<file path="src/rtl/if_fetch_unit.sv">
// if_fetch_unit: instruction-fetch stage.
// Owns the PC, issues word fetches over a req/gnt + rvalid handshake, buffers
// returned instructions with their PCs and presents the buffer head to IF/ID.
// Redirects and flushes mark in-flight responses stale so they are dropped.
// Optional feature macro: FETCH_PERF_CNT_EN (stall / discarded-response counters).
module if_fetch_unit #(
  parameter logic [31:0] RESET_PC  = 32'h0000_0000,
  parameter int          BUF_DEPTH = 2,
  parameter logic [31:0] NOP_INSTR = 32'h0000_0013
) (
  input  logic        clk,
  input  logic        rst_n,
  input  logic        pc_en,
  input  logic        if_id_pipeline_en,
  input  logic        if_id_pipeline_flush,
  input  logic        jump_branch_taken,
  input  logic [31:0] jump_branch_target,
  output logic        imem_req,
  output logic [31:0] imem_addr,
  input  logic        imem_gnt,
  input  logic        imem_rvalid,
  input  logic [31:0] imem_rdata,
  output logic [31:0] if_instr,
  output logic [31:0] if_pc,
  output logic        if_valid,
  output logic        fetch_stall,
  output logic [31:0] perf_stall_cycles,
  output logic [31:0] perf_discarded
);

  localparam int PW  = $clog2(BUF_DEPTH);
  localparam int CW  = PW + 1;
  localparam int CW1 = CW + 1;
  localparam logic [CW-1:0]  CNT_ZERO = CW'(0);
  localparam logic [CW-1:0]  CNT_ONE  = CW'(1);
  localparam logic [CW1-1:0] DEPTH_W  = CW1'(BUF_DEPTH);
  localparam logic [PW-1:0]  PTR_ZERO = PW'(0);
  localparam logic [PW-1:0]  PTR_ONE  = PW'(1);

  logic [31:0]   pc_q, pc_d;
  logic [31:0]   last_pc_q, last_pc_d;
  logic [CW-1:0] occ_q, occ_d;
  logic [CW-1:0] out_q, out_d;
  logic [CW-1:0] disc_q, disc_d;
  logic [PW-1:0] rd_ptr_q, rd_ptr_d, wr_ptr_q, wr_ptr_d;
  logic [PW-1:0] tag_rd_q, tag_rd_d, tag_wr_q, tag_wr_d;
  logic [31:0]   buf_pc_q    [BUF_DEPTH];
  logic [31:0]   buf_pc_d    [BUF_DEPTH];
  logic [31:0]   buf_instr_q [BUF_DEPTH];
  logic [31:0]   buf_instr_d [BUF_DEPTH];
  logic [31:0]   tag_q       [BUF_DEPTH];
  logic [31:0]   tag_d       [BUF_DEPTH];

  logic valid_s, issue_s, hs_s, rsp_s, rsp_drop_s, rsp_push_s, clear_s, pop_s;

  // Handshake qualifiers: issue credit, response routing, buffer pop.
  always_comb begin
    valid_s    = (occ_q != CNT_ZERO);
    // Occupancy plus outstanding never exceeds the buffer, so responses always fit.
    issue_s    = rst_n && pc_en && !jump_branch_taken &&
                 (({1'b0, occ_q} + {1'b0, out_q}) < DEPTH_W);
    hs_s       = issue_s && imem_gnt;
    // A response with nothing outstanding (e.g. one that straddled reset) is ignored.
    rsp_s      = imem_rvalid && (out_q != CNT_ZERO);
    clear_s    = jump_branch_taken || if_id_pipeline_flush;
    rsp_drop_s = rsp_s && ((disc_q != CNT_ZERO) || clear_s);
    rsp_push_s = rsp_s && !rsp_drop_s;
    pop_s      = valid_s && if_id_pipeline_en && !clear_s;
  end

  // Outputs to memory and IF/ID, driven straight from PC and buffer head.
  always_comb begin
    imem_req    = issue_s;
    imem_addr   = pc_q;
    if_valid    = valid_s;
    fetch_stall = !valid_s;
    if (valid_s) begin
      if_instr = buf_instr_q[rd_ptr_q];
      if_pc    = buf_pc_q[rd_ptr_q];
    end else begin
      if_instr = NOP_INSTR;
      if_pc    = last_pc_q;
    end
  end

  // Next PC, outstanding / stale counters and last-presented PC.
  always_comb begin
    if (jump_branch_taken) begin
      pc_d = jump_branch_target & 32'hFFFF_FFFC;
    end else if (hs_s) begin
      pc_d = pc_q + 32'd4;
    end else begin
      pc_d = pc_q;
    end

    out_d = out_q;
    if (hs_s) begin
      out_d = out_d + CNT_ONE;
    end else begin
      out_d = out_d;
    end
    if (rsp_s) begin
      out_d = out_d - CNT_ONE;
    end else begin
      out_d = out_d;
    end

    // On redirect/flush every request already in flight becomes stale; the new
    // request of a flush-only cycle is not part of that set.
    if (clear_s) begin
      disc_d = rsp_s ? (out_q - CNT_ONE) : out_q;
    end else if (rsp_s && (disc_q != CNT_ZERO)) begin
      disc_d = disc_q - CNT_ONE;
    end else begin
      disc_d = disc_q;
    end

    if (pop_s) begin
      last_pc_d = buf_pc_q[rd_ptr_q];
    end else begin
      last_pc_d = last_pc_q;
    end
  end

  // Instruction buffer: push of tagged responses, pop towards IF/ID, clear.
  always_comb begin
    buf_pc_d    = buf_pc_q;
    buf_instr_d = buf_instr_q;
    rd_ptr_d    = rd_ptr_q;
    wr_ptr_d    = wr_ptr_q;
    occ_d       = occ_q;
    if (clear_s) begin
      rd_ptr_d = PTR_ZERO;
      wr_ptr_d = PTR_ZERO;
      occ_d    = CNT_ZERO;
    end else begin
      if (rsp_push_s) begin
        buf_pc_d[wr_ptr_q]    = tag_q[tag_rd_q];
        buf_instr_d[wr_ptr_q] = imem_rdata;
        wr_ptr_d              = wr_ptr_q + PTR_ONE;
      end else begin
        wr_ptr_d = wr_ptr_q;
      end
      if (pop_s) begin
        rd_ptr_d = rd_ptr_q + PTR_ONE;
      end else begin
        rd_ptr_d = rd_ptr_q;
      end
      case ({rsp_push_s, pop_s})
        2'b10:   occ_d = occ_q + CNT_ONE;
        2'b01:   occ_d = occ_q - CNT_ONE;
        default: occ_d = occ_q;
      endcase
    end
  end

  // Tag FIFO: PC of each live (non-stale) outstanding request, in issue order.
  always_comb begin
    tag_d = tag_q;
    if (clear_s) begin
      tag_rd_d = PTR_ZERO;
      tag_wr_d = PTR_ZERO;
    end else if (rsp_push_s) begin
      tag_rd_d = tag_rd_q + PTR_ONE;
      tag_wr_d = tag_wr_q;
    end else begin
      tag_rd_d = tag_rd_q;
      tag_wr_d = tag_wr_q;
    end
    if (hs_s) begin
      tag_d[tag_wr_d] = pc_q;
      tag_wr_d        = tag_wr_d + PTR_ONE;
    end else begin
      tag_wr_d = tag_wr_d;
    end
  end

  // State registers; reset abandons all in-flight bookkeeping.
  always_ff @(posedge clk or negedge rst_n) begin
    if (!rst_n) begin
      pc_q      <= RESET_PC;
      last_pc_q <= RESET_PC;
      occ_q     <= CNT_ZERO;
      out_q     <= CNT_ZERO;
      disc_q    <= CNT_ZERO;
      rd_ptr_q  <= PTR_ZERO;
      wr_ptr_q  <= PTR_ZERO;
      tag_rd_q  <= PTR_ZERO;
      tag_wr_q  <= PTR_ZERO;
      for (int i = 0; i < BUF_DEPTH; i++) begin
        buf_pc_q[i]    <= 32'h0000_0000;
        buf_instr_q[i] <= 32'h0000_0000;
        tag_q[i]       <= 32'h0000_0000;
      end
    end else begin
      pc_q        <= pc_d;
      last_pc_q   <= last_pc_d;
      occ_q       <= occ_d;
      out_q       <= out_d;
      disc_q      <= disc_d;
      rd_ptr_q    <= rd_ptr_d;
      wr_ptr_q    <= wr_ptr_d;
      tag_rd_q    <= tag_rd_d;
      tag_wr_q    <= tag_wr_d;
      buf_pc_q    <= buf_pc_d;
      buf_instr_q <= buf_instr_d;
      tag_q       <= tag_d;
    end
  end

`ifdef FETCH_PERF_CNT_EN
  logic [31:0] stall_cnt_q, stall_cnt_d;
  logic [31:0] drop_cnt_q, drop_cnt_d;

  // Saturating counters; redirects and flushes do not clear them.
  always_comb begin
    if (!valid_s && if_id_pipeline_en && (stall_cnt_q != 32'hFFFF_FFFF)) begin
      stall_cnt_d = stall_cnt_q + 32'd1;
    end else begin
      stall_cnt_d = stall_cnt_q;
    end
    if (rsp_drop_s && (drop_cnt_q != 32'hFFFF_FFFF)) begin
      drop_cnt_d = drop_cnt_q + 32'd1;
    end else begin
      drop_cnt_d = drop_cnt_q;
    end
  end

  // Performance counter registers.
  always_ff @(posedge clk or negedge rst_n) begin
    if (!rst_n) begin
      stall_cnt_q <= 32'h0000_0000;
      drop_cnt_q  <= 32'h0000_0000;
    end else begin
      stall_cnt_q <= stall_cnt_d;
      drop_cnt_q  <= drop_cnt_d;
    end
  end

  assign perf_stall_cycles = stall_cnt_q;
  assign perf_discarded    = drop_cnt_q;
`else
  assign perf_stall_cycles = 32'h0000_0000;
  assign perf_discarded    = 32'h0000_0000;
`endif

endmodule

</file>
<file path="config.mk">
export PLATFORM = sky130hd
export DESIGN_NAME = if_fetch_unit
export DESIGN_NICKNAME = d
export VERILOG_FILES = /design/src/rtl/if_fetch_unit.sv
export SDC_FILE = /design/constraint.sdc
export NUM_CORES = 1
export LEC_CHECK = 0
export CORE_ASPECT_RATIO = 1.4
export CORE_MARGIN = 10
export CORE_UTILIZATION = 36
export CTS_CLUSTER_SIZE = 16
export DETAILED_ROUTE_END_ITERATION = 10
export PLACE_DENSITY_LB_ADDON = 0.1
export SLEW_MARGIN = 20
export SYNTH_ARGS = -nofsm -noshare
export SYNTH_HDL_FRONTEND = slang
export SYNTH_SLANG_ARGS = --single-unit
</file>
<file path="constraint.sdc">
create_clock -name clk -period 7.7 [get_ports clk]
set_input_delay 1.54 -clock clk [delete_from_list [all_inputs] [get_ports clk]]
set_output_delay 1.54 -clock clk [all_outputs]
set_load 0.01 [all_outputs]
</file>
==> results.py <==
metrics = {
    "power": {
        "p_leak_nw": 6.33,
        "power_mw": 4.38,
        "ir_drop_v": 0.000154,
        "power.density_nw_per_um2": 297,
        "pwr-share-seq_pct": 44.0,
        "p_sw_share_pct": 30.2,
        "intPower_mw": 3.06,
        "combPwrFrac_pct": 28.3,
        "p_switching_mw": 1.32,
        "p_clk_share_pct": 27.6,
    },
    "route": {
        "drt_iter0_drc": 596,
        "wl_um": 30000,
        "drtPass1Iterations": 4,
        "vias": 8297,
        "viasPerCell": 4.82,
        "wl_per_cell_um": 17.4,
        "drtAntennaViolNets": 0,
        "drc": 0,
    },
    "synthesis": {
        "synthTopCellsByArea": "dfrtp_1 (52%), mux2_2 (11%), mux2i_1 (7.9%), nor2_1 (4.6%), buf_4 (4.6%)",
        "synthXorXnorAreaFrac_pct": 0.649,
        "synth-main-ff-cell": "dfrtp_1",
        "avgSynthCellArea_um2": 10.9,
        "synth.top_cell.area_share_pct": 52.3,
        "yosysWarningCount": 0,
        "synth_largest_area_cell": "dfrtp_1",
        "synth_simple_gate_area_share_pct": 11.2,
        "synth.cell_area_um2": 12100,
        "synth_cell_types": 55,
        "synthArstFlopShare_pct": 100,
        "synth-seq-cells": 254,
        "synth_common_cells": "dfrtp_1 (254), nor2_1 (150), mux2_2 (124), a21oi_1 (98), mux2i_1 (96)",
        "muxShareOfSynthArea_pct": 19.4,
        "synth_edf_count": 0,
        "yosys.cell_count.top_type": "dfrtp_1",
        "seq_area_frac_synth_pct": 52.3,
        "netlist_instances": 1119,
        "yosys.area_share.adder_pct": 0.680,
        "synth_top_family_by_area": "multiplexers",
        "synth_compound_area_share_pct": 8.34,
    },
    "timing": {
        "worstMarginPinSlew_ns": 0.979,
        "setup-tns-final_ns": 0,
        "period_share_pct": 68.1,
        "setup_violations": 0,
        "hold_violations": 0,
        "max_slew_margin_pct": 34.3,
        "rsz0062_at_grt": "false",
        "fmax_ghz": 0.191,
        "skew_ns": 0.00693,
        "drv_slew": 0,
        "fin_ws_ns": 2.45,
        "period_minus_slack_ns": 5.25,
    },
    "finish": {
        "num_antenna_cells": 0,
        "drive_gt1_share_pct": 15.5,
        "final_core_util_pct": 44.2,
        "final_cell_area_um2": 14700,
        "area.growth.synth_to_final_pct": 21.3,
        "layout.nets": 1337,
    },
    "setup_path": {
        "crit_family": "buffers and inverters",
        "cp_slowest_stage_delay_ns": 0.99,
        "worstSetupPathType": "reg -> out",
        "crit_buf_inv": 3,
        "reg2reg_to": "tag_q[39]",
        "startpoint": "occ_q[1]",
        "rr_worst_depth": 8,
        "path_max_fanout": 66,
        "regToRegSetupSlack_ns": 4.20,
        "crit_path_top_delay_cell": "clkinv_1",
        "cp.required_ns": 6.16,
        "worst-path-stages": 5,
        "start_kind": "flop",
        "worstPathCellList": "or2_2 > buf_4 > clkinv_1 > nor2_1 > clkdlybuf4s50_1",
        "worstSetupEndpoint": "if_instr[29]",
        "cp-end-kind": "output pin",
        "rr_startpoint": "occ_q[0]",
        "arrival_ns": 3.71,
    },
    "placement": {
        "placed_area_um2": 13900,
        "numPortBuffers": 164,
        "hpwl_um": 20500,
        "place_congestion": 0.777,
        "post-place-ws_ns": 2.91,
    },
    "global_routing": {
        "grt_usage_pct": 14.3,
        "grt_max_degree": 100,
        "antenna_found_initial": 0,
        "overflow": 0,
        "grt_pass1_wl_um": 48800,
        "grt_pass1_vias": 8447,
    },
    "clock_network": {
        "cts_tree": "yes",
        "clkLatencyLatePin_ns": 0.53,
        "cts_setup_buffers": 0,
        "clock_sinks": 254,
        "hold_buffers": 0,
        "htreeDepth": 1,
        "cts_max_path_buffers": 3,
        "cts_buffers": 26,
        "post_cts_resized": 0,
        "root_buffer": "clkbuf_16",
        "cts.clk_slew.worst_paths_ns": 0.06,
    },
    "min_path": {
        "hold_path.class": "reg -> reg",
    },
    "floorplanning": {
        "fp.dieW_um": 175,
        "io_pins": 235,
        "start_util_pct": 36.5,
        "chipHeight_um": 237,
        "dieArea_um2": 41600,
        "num_rows": 79,
        "core_area_um2": 33300,
    },
    "flow_run": {
        "max_cap_violations": 0,
    },
    "status": {
        "status": "finished clean",
    },
}
worst min-delay path by stage:
stage,start,end,slack (ns),depth (start not counted)
2_1_floorplan,buf_pc_q[10],buf_pc_q[10],0.45,2
6_report,buf_pc_q[3],buf_pc_q[3],0.48,2
4_1_cts,buf_pc_q[28],buf_pc_q[28],0.48,2
3_3_place_gp,buf_pc_q[4],buf_pc_q[4],0.46,2
3_5_place_dp,buf_pc_q[28],buf_pc_q[28],0.47,2
5_1_grt,buf_pc_q[10],buf_pc_q[10],0.49,2
placed cells by master, fill, tap and decap left out, drive strengths merged, types with 2 or more instances in the layout:
cell	Yosys	routed
buf	99	15
clkbuf	34	41
a41oi	2	2
and2	4	4
o21ai	54	54
a32oi	3	3
o31a	2	2
o311ai	9	9
a22oi	3	3
nand4	12	12
nor2b	7	7
and3	5	5
nor4	2	2
nand3	18	18
o211ai	7	7
nand2	78	78
nand2b	2	2
dfrtp	254	254
xor2	6	6
nand3b	2	2
conb	1	68
clkinv	0	5
a31oi	3	3
or2	3	3
nor2	150	150
inv	17	16
or4	3	3
xnor2	3	3
a21oi	98	98
mux2i	96	96
ha	5	5
clkdlybuf4s50	0	163
nor3	5	5
mux2	124	124
worst register-to-register path, delay by kind of cell (launching register included):
kind          cells  cell delay (ns)
flops             1             0.43
buf+inv           2             0.58
mux               1             0.45
simple gates      3             0.58
fa+ha+maj         2             1.34
cells by family (layout without fill, tap and decap cells):
logic type               count (synthesis)  after routing
buffers and inverters                  150            240
flip-flops                             254            254
AND/OR/NAND/NOR                        296            296
adder cells (fa/ha/maj)                  6              6
XOR/XNOR                                 9              9
multiplexers                           220            220
other                                    1             68
AO/OA/AOI/OAI                          183            183
sequential cells by signal, summed over array words and instances (netlist names):
register	count
buf_instr_q	64
buf_pc_q	60
disc_q	2
imem_addr	30
last_pc_q	30
occ_q	2
out_q	2
rd_ptr_q	1
tag_q	60
tag_rd_q	1
tag_wr_q	1
wr_ptr_q	1
layout make-up:
type | count | area, µm²
fill | 3259 | 18600
clock buffer | 41 | 798
tap | 445 | 557
timing repair buffer | 178 | 1760
clock inverter | 4 | 20.0
sequential | 254 | 6360
multi-input combinational | 782 | 5170
inverter | 17 | 63.8
power groups by stage:
stage	sequential, mW	combinational [mW]	clock [mW]
floorplan	1.90	0.809	0
global placement	1.94	1.24	0
detailed placement	1.95	1.26	0
CTS	1.93	1.27	1.26
global route	1.98	1.39	1.32
finish	1.93	1.24	1.21
layer usage:
| layer | wire length [µm] | global-route usage (%) |
|---|---|---|
| met1 | 13400 | 18.6 |
| met2 | 14200 | 23.3 |
| met3 | 1970 | 3.62 |
| met4 | 425 | 3.27 |
| met5 | 0 | 0 |
metrics by stage:
step | std cells | hold WS [ns]
6_report | 1721 | 0.478
5_1_grt | 1721 | 0.492
4_1_cts | 1721 | 0.484
3_5_place_dp | 1676 | 0.470
3_3_place_gp | 1676 | 0.461
2_1_floorplan | 1186 | 0.450
(Power assumes the default switching activity.)
